**src/rtl/network_sdiv_30s_16s_14s_seq.sv**
```systemverilog
`default_nettype none
// +------------------------------------------------------------------------------+
// | network_sdiv_30s_16s_14s_seq: sequential restoring signed divide, saturating |
// | Revision 1.0                                                                 |
// +------------------------------------------------------------------------------+
module network_sdiv_30s_16s_14s_seq #(
  parameter int ID             = 1,
  parameter int DIVIDEND_WIDTH = 30,
  parameter int DIVISOR_WIDTH  = 16,
  parameter int QUOT_WIDTH     = 14
) (
  input  logic                            ap_clk,
  input  logic                            ap_rst,
  input  logic                            ap_start,
  output logic                            ap_done,
  output logic                            ap_idle,
  output logic                            ap_ready,
  input  logic signed [DIVIDEND_WIDTH-1:0] din0,
  input  logic signed [DIVISOR_WIDTH-1:0]  din1,
  output logic signed [QUOT_WIDTH-1:0]     quot,
  output logic signed [DIVISOR_WIDTH-1:0]  rem,
  output logic                            ovf
);

  localparam int DW    = DIVIDEND_WIDTH;
  localparam int DS    = DIVISOR_WIDTH;
  localparam int QW    = QUOT_WIDTH;
  localparam int CNT_W = $clog2(DIVIDEND_WIDTH);

  localparam logic [1:0] c_IDLE = 2'd0;
  localparam logic [1:0] c_CALC = 2'd1;
  localparam logic [1:0] c_FIX  = 2'd2;

  localparam logic [DW-1:0]  c_Q_POS_MAG = DW'((1 << (QW - 1)) - 1);
  localparam logic [DW-1:0]  c_Q_NEG_MAG = DW'(1 << (QW - 1));
  localparam logic [QW-1:0]  c_Q_MAX     = {1'b0, {(QW-1){1'b1}}};
  localparam logic [QW-1:0]  c_Q_MIN     = {1'b1, {(QW-1){1'b0}}};
  localparam logic [CNT_W-1:0] c_LAST    = CNT_W'(DIVIDEND_WIDTH - 1);

  logic [1:0]       r_state;
  logic [CNT_W-1:0] r_cnt;
  logic [DW-1:0]    r_dvd;   // dividend magnitude, shifts out MSB-first, quotient shifts in
  logic [DS-1:0]    r_dvs;
  logic [DS:0]      r_pr;
  logic             r_s0;
  logic             r_s1;
  logic             r_dz;
  logic             r_done;
  logic [QW-1:0]    r_quot;
  logic [DS-1:0]    r_rem;
  logic             r_ovf;

  logic [DW-1:0]    w_abs0;
  logic [DS-1:0]    w_abs1;
  logic [DS:0]      w_sh;
  logic [DS:0]      w_diff;
  logic             w_ge;
  logic             w_neg;
  logic [QW-1:0]    w_quot;
  logic [DS-1:0]    w_rem;
  logic             w_ovf;

  assign w_abs0 = din0[DW-1] ? DW'(-din0) : din0;
  assign w_abs1 = din1[DS-1] ? DS'(-din1) : din1;

  assign w_sh   = {r_pr[DS-1:0], r_dvd[DW-1]};
  assign w_ge   = (w_sh >= {1'b0, r_dvs});
  assign w_diff = w_sh - {1'b0, r_dvs};
  assign w_neg  = r_s0 ^ r_s1;

  always_comb begin
    w_quot = '0;
    w_ovf  = 1'b0;
    w_rem  = r_s0 ? DS'(-r_pr[DS-1:0]) : r_pr[DS-1:0];
    if (r_dz) begin
      w_quot = r_s0 ? c_Q_MIN : c_Q_MAX;
      w_rem  = '0;
      w_ovf  = 1'b1;
    end else if (!w_neg && (r_dvd > c_Q_POS_MAG)) begin
      w_quot = c_Q_MAX;
      w_ovf  = 1'b1;
    end else if (w_neg && (r_dvd > c_Q_NEG_MAG)) begin
      w_quot = c_Q_MIN;
      w_ovf  = 1'b1;
    end else begin
      w_quot = w_neg ? QW'(-r_dvd[QW-1:0]) : r_dvd[QW-1:0];
    end
  end

  always_ff @(posedge ap_clk) begin
    if (ap_rst) begin
      r_state <= c_IDLE;
      r_cnt   <= '0;
      r_dvd   <= '0;
      r_dvs   <= '0;
      r_pr    <= '0;
      r_s0    <= 1'b0;
      r_s1    <= 1'b0;
      r_dz    <= 1'b0;
      r_done  <= 1'b0;
      r_quot  <= '0;
      r_rem   <= '0;
      r_ovf   <= 1'b0;
    end else begin
      r_done <= 1'b0;
      case (r_state)
        c_IDLE: begin
          if (ap_start) begin
            r_dvd   <= w_abs0;
            r_dvs   <= w_abs1;
            r_s0    <= din0[DW-1];
            r_s1    <= din1[DS-1];
            r_dz    <= (din1 == '0);
            r_pr    <= '0;
            r_cnt   <= '0;
            r_state <= c_CALC;
          end
        end
        c_CALC: begin
          r_pr  <= w_ge ? w_diff : w_sh;
          r_dvd <= {r_dvd[DW-2:0], w_ge};
          r_cnt <= r_cnt + 1'b1;
          if (r_cnt == c_LAST) begin
            r_state <= c_FIX;
          end
        end
        c_FIX: begin
          r_quot  <= w_quot;
          r_rem   <= w_rem;
          r_ovf   <= w_ovf;
          r_done  <= 1'b1;
          r_state <= c_IDLE;
        end
        default: r_state <= c_IDLE;
      endcase
    end
  end

  assign ap_done  = r_done;
  assign ap_ready = r_done;
  assign ap_idle  = (r_state == c_IDLE);
  assign quot     = r_quot;
  assign rem      = r_rem;
  assign ovf      = r_ovf;

endmodule
`default_nettype wire

```
**config.mk**
```make
export PLATFORM = sky130hd
export DESIGN_NAME = network_sdiv_30s_16s_14s_seq
export DESIGN_NICKNAME = d
export VERILOG_FILES = /design/src/rtl/network_sdiv_30s_16s_14s_seq.sv
export SDC_FILE = /design/constraint.sdc
export NUM_CORES = 1
export LEC_CHECK = 0
export ABC_CLOCK_PERIOD_IN_PS = 4700
export CAP_MARGIN = 20
export CORE_MARGIN = 8
export CORE_UTILIZATION = 38
export DETAILED_ROUTE_END_ITERATION = 16
export PLACE_DENSITY = 0.65
export SLEW_MARGIN = 20
export SYNTH_ARGS = -nofsm -noshare
export SYNTH_HDL_FRONTEND = slang
export SYNTH_SLANG_ARGS = --single-unit
export TNS_END_PERCENT = 5
```
**constraint.sdc**
```tcl
create_clock -name ap_clk -period 4.7 [get_ports ap_clk]
set_input_delay 0.47 -clock ap_clk [delete_from_list [all_inputs] [get_ports ap_clk]]
set_output_delay 0.47 -clock ap_clk [all_outputs]
set_load 0.005 [all_outputs]
```
==> flow_summary.toml <==
[outcome]
status = "complete, no violations"

[floorplanning]
coreArea_um2 = 15940
start_util_pct = 39.02
num_rows = 46
boundaryPins = 83
fp.dieH_um = 144.0
die_w_um = 144.0
die_area_um2 = 20720

[timing]
max_freq_ghz = 0.3720
grt_setup_unrepaired = "false"
tns_ns = 0
worst_pin_slew_ns = 1.068
fin_crit_sh_pct = 57.20
final-setup-viol-count = 0
hold_viol_final = 0
max-slew-margin-rel_pct = 28.70
slew_viol_final = 0
min_period_ns = 2.688
holdWs_ns = 0.4560
fin_worst_skew_ns = 0.01175

[synth]
async_reset_ff_share_pct = 0
synth_ff_type = "dfxtp_1"
yosysTopAreaCellShare_pct = 33.47
syn_avg_cell_area_um2 = 7.835
yosysSeqAreaShare_pct = 33.47
synth_edf_count = 0
yosysWarnings = 0
ys_ff_latch = 104
synth_area_leader_cell = "dfxtp_1"
syn_nets = 866
synth_cell_types = 58
syn_inst = 794
syn_area_um2 = 6221
ys_top_cells_by_area = "dfxtp_1 33%, xnor2_1 5.8%, o21ai_0 5.7%"

[worst_setup_path]
slowest_stage = "ha_1"
worstSetupEndpointType = "register"
max_stage_delay_ns = 0.42
cp_max_fo = 17
worstPathCellList = "ha_1, nand2_1, nor3_1, nand4_1, and3_1, o21ai_1, buf_4, o21ai_0, a31o_2"
critical_path_arrival_ns = 2.93
worst-path-stages = 9
rr_endpoint = "r_pr[14]"
r2r_cells = 9
worst-path-buf-inv = 1
crit_end = "r_pr[14]"
worstReg2RegStart = "r_pr[8]"
crit_required_ns = 4.94
crit_family = "simple AND/OR/NAND/NOR gates"
reg2reg_slack_ns = 2.01
startpoint = "r_pr[8]"
worst_setup_path_start_kind = "register"
worstSetupPathType = "reg -> reg"

[routing]
initialDrtViolationCount = 337
via_per_inst = 5.257
drt-pass1-iter-count = 5
postRouteAntennaNets = 0
routedWlPerCell_um = 14.73
drt_wl_total_um = 15810
remaining_drc_errors = 0
via_count = 5641

[global_route]
grt_pass1_wl_um = 26050
grt_max_degree = 45
track_usage_pct = 15.38
grt_pass1_vias = 5189
antenna_found_initial = 0
grt_overflow_total = 0

[power_and_ir_drop]
power.leakage_nw = 2.773
peakVddDrop_uv = 433.9
power.density_nw_per_um2 = 491.8

[clocking]
htreeDepth = 3
cts-resized-gates = 0
cts_tree = "yes"
ctsHoldBuffers = 0
cts_made_buffers = 9
cts_setup_buffers = 0
clockRootBuffer = "clkbuf_16"
clock_path_buffers = 2
cts.sinks = 104
clk_latency_ns = 0.35
clk_pin_slew_ns = 0.07

[hold_path]
hp-class = "reg -> reg"

[placement]
portBuffers = 82
hpwl_um = 11950
gp_congestion = 0.9176

[final_layout]
num_antenna_cells = 0
area_growth_pct = 20.84
fillers = 1588
drive_gt1_share_pct = 4.434
nNetsFinal = 924

[flow_run]
cap_violations = 0
[cells in the mapped netlist (all sizes together) (2+ instances only)]
| master | count |
|---|---|
| nor3 | 27 |
| o21a | 3 |
| o41ai | 6 |
| nand4 | 8 |
| dfxtp | 104 |
| or4 | 8 |
| and3 | 3 |
| a21oi | 66 |
| a21boi | 3 |
| a22oi | 35 |
| a211oi | 21 |
| nor2 | 77 |
| buf | 9 |
| nand3 | 12 |
| clkbuf | 35 |
| inv | 35 |
| nor4 | 7 |
| a21o | 5 |
| nand2b | 7 |
| xnor2 | 41 |
| or2 | 6 |
| o311ai | 2 |
| nor2b | 4 |
| or3 | 9 |
| a31oi | 4 |
| xor2 | 36 |
| mux2i | 14 |
| a221oi | 3 |
| o2111ai | 3 |
| o21ai | 73 |
| nand3b | 2 |
| ha | 22 |
| and2 | 4 |
| nand2 | 75 |
| or3b | 2 |
| o31ai | 14 |
[cells in the final DEF, fill, tap and decap left out, types with 22 or more instances in the layout]
cell / Yosys / final
dfxtp_1: 104 / 104
clkdlybuf4s50_1: 0 / 81
nor2_1: 77 / 77
nand2_1: 75 / 75
o21ai_0: 71 / 71
a21oi_1: 65 / 65
xnor2_1: 41 / 41
xor2_1: 36 / 36
inv_1: 35 / 35
a22oi_1: 35 / 35
nor3_1: 26 / 25
ha_1: 22 / 22
[worst reg2reg max path, cell delays in order (launching register included)]
cell and delay [ns]:
dfxtp_1 0.40, ha_1 0.42, nand2_1 0.13, nor3_1 0.33, nand4_1 0.15, and3_1 0.23, o21ai_1 0.22, buf_4 0.34
o21ai_0 0.15, a31o_2 0.22
[logic make-up (layout without fill, tap and decap cells)]
group                      after synthesis  count (layout)  synth area share [%]
buffers and inverters                   79             142                 4.948
adders and majority gates               23              23                 4.747
muxes                                   14              14                 2.253
AOI/OAI and AO/OA                      245             245                 24.74
xor gates and xnor gates                77              77                 10.84
DFF                                    104             104                 33.47
and+or+nand+nor                        252             252                 19.01
[flip-flops by register name, summed over array words and instances, names as in the netlist]
register  count
ovf           1
r_dvs        16
rem          16
r_s0          1
r_state       2
r_dvd        30
r_s1          1
ap_done       1
quot         14
r_dz          1
r_pr         16
r_cnt         5
[per-layer routing]
metal  up-vias  share of wire, %  track usage, %
li1       2942                 -               -
met1      2555                52           22.20
met2       131                42           22.61
met3        13               4.5           2.190
met4         0               1.4           5.479
met5         -                 0               0
[power breakdown]
group | total [W] | internal, W | switching, W
logic | 0.00175 | 0.000795 | 0.000955
registers | 0.00114 | 0.000981 | 0.000159
clock network | 0.000806 | 0.000468 | 0.000339
[per-stage QoR]
step / cells / total power, W / area [um^2] / utilization (%) / setup slack [ns]
after CTS: 1073 / 0.003705 / 7517 / 47.15 / 2.015
after detailed placement: 1057 / 0.002894 / 7203 / 45.18 / 1.716
after global routing: 1073 / 0.003976 / 7517 / 47.15 / 1.767
final: 1073 / 0.003697 / 7517 / 47.15 / 2.012
after global placement: 1057 / 0.002891 / 7203 / 45.18 / 1.775
after floorplan: 794 / 0.002507 / 6221 / - / 2.349
[cell type report]
class / count / area, um^2 / share of cell area [%]
flip-flops and latches: 104 / 2082 / 27.70
clock buffers: 11 / 232.7 / 3.096
clock inverters: 5 / 81.33 / 1.082
repair buffers: 91 / 883.3 / 11.75
well taps: 216 / 270.3 / 3.595
multi-input cells: 611 / 3836 / 51.03
inverters: 35 / 131.4 / 1.748
[how the worst min path moves through the flow]
stage                        start  endpoint  slack (ns)  cells after the start
after detailed placement   rem[15]   rem[15]        0.45                      2
after global routing      r_dvs[0]  r_dvs[0]        0.47                      2
after global placement     rem[10]   rem[10]        0.44                      2
after floorplan           r_dvs[0]  r_dvs[0]        0.44                      2
after CTS                  rem[15]   rem[15]        0.46                      2
final                      rem[13]   rem[13]        0.46                      2
(Power assumes the default switching activity.)
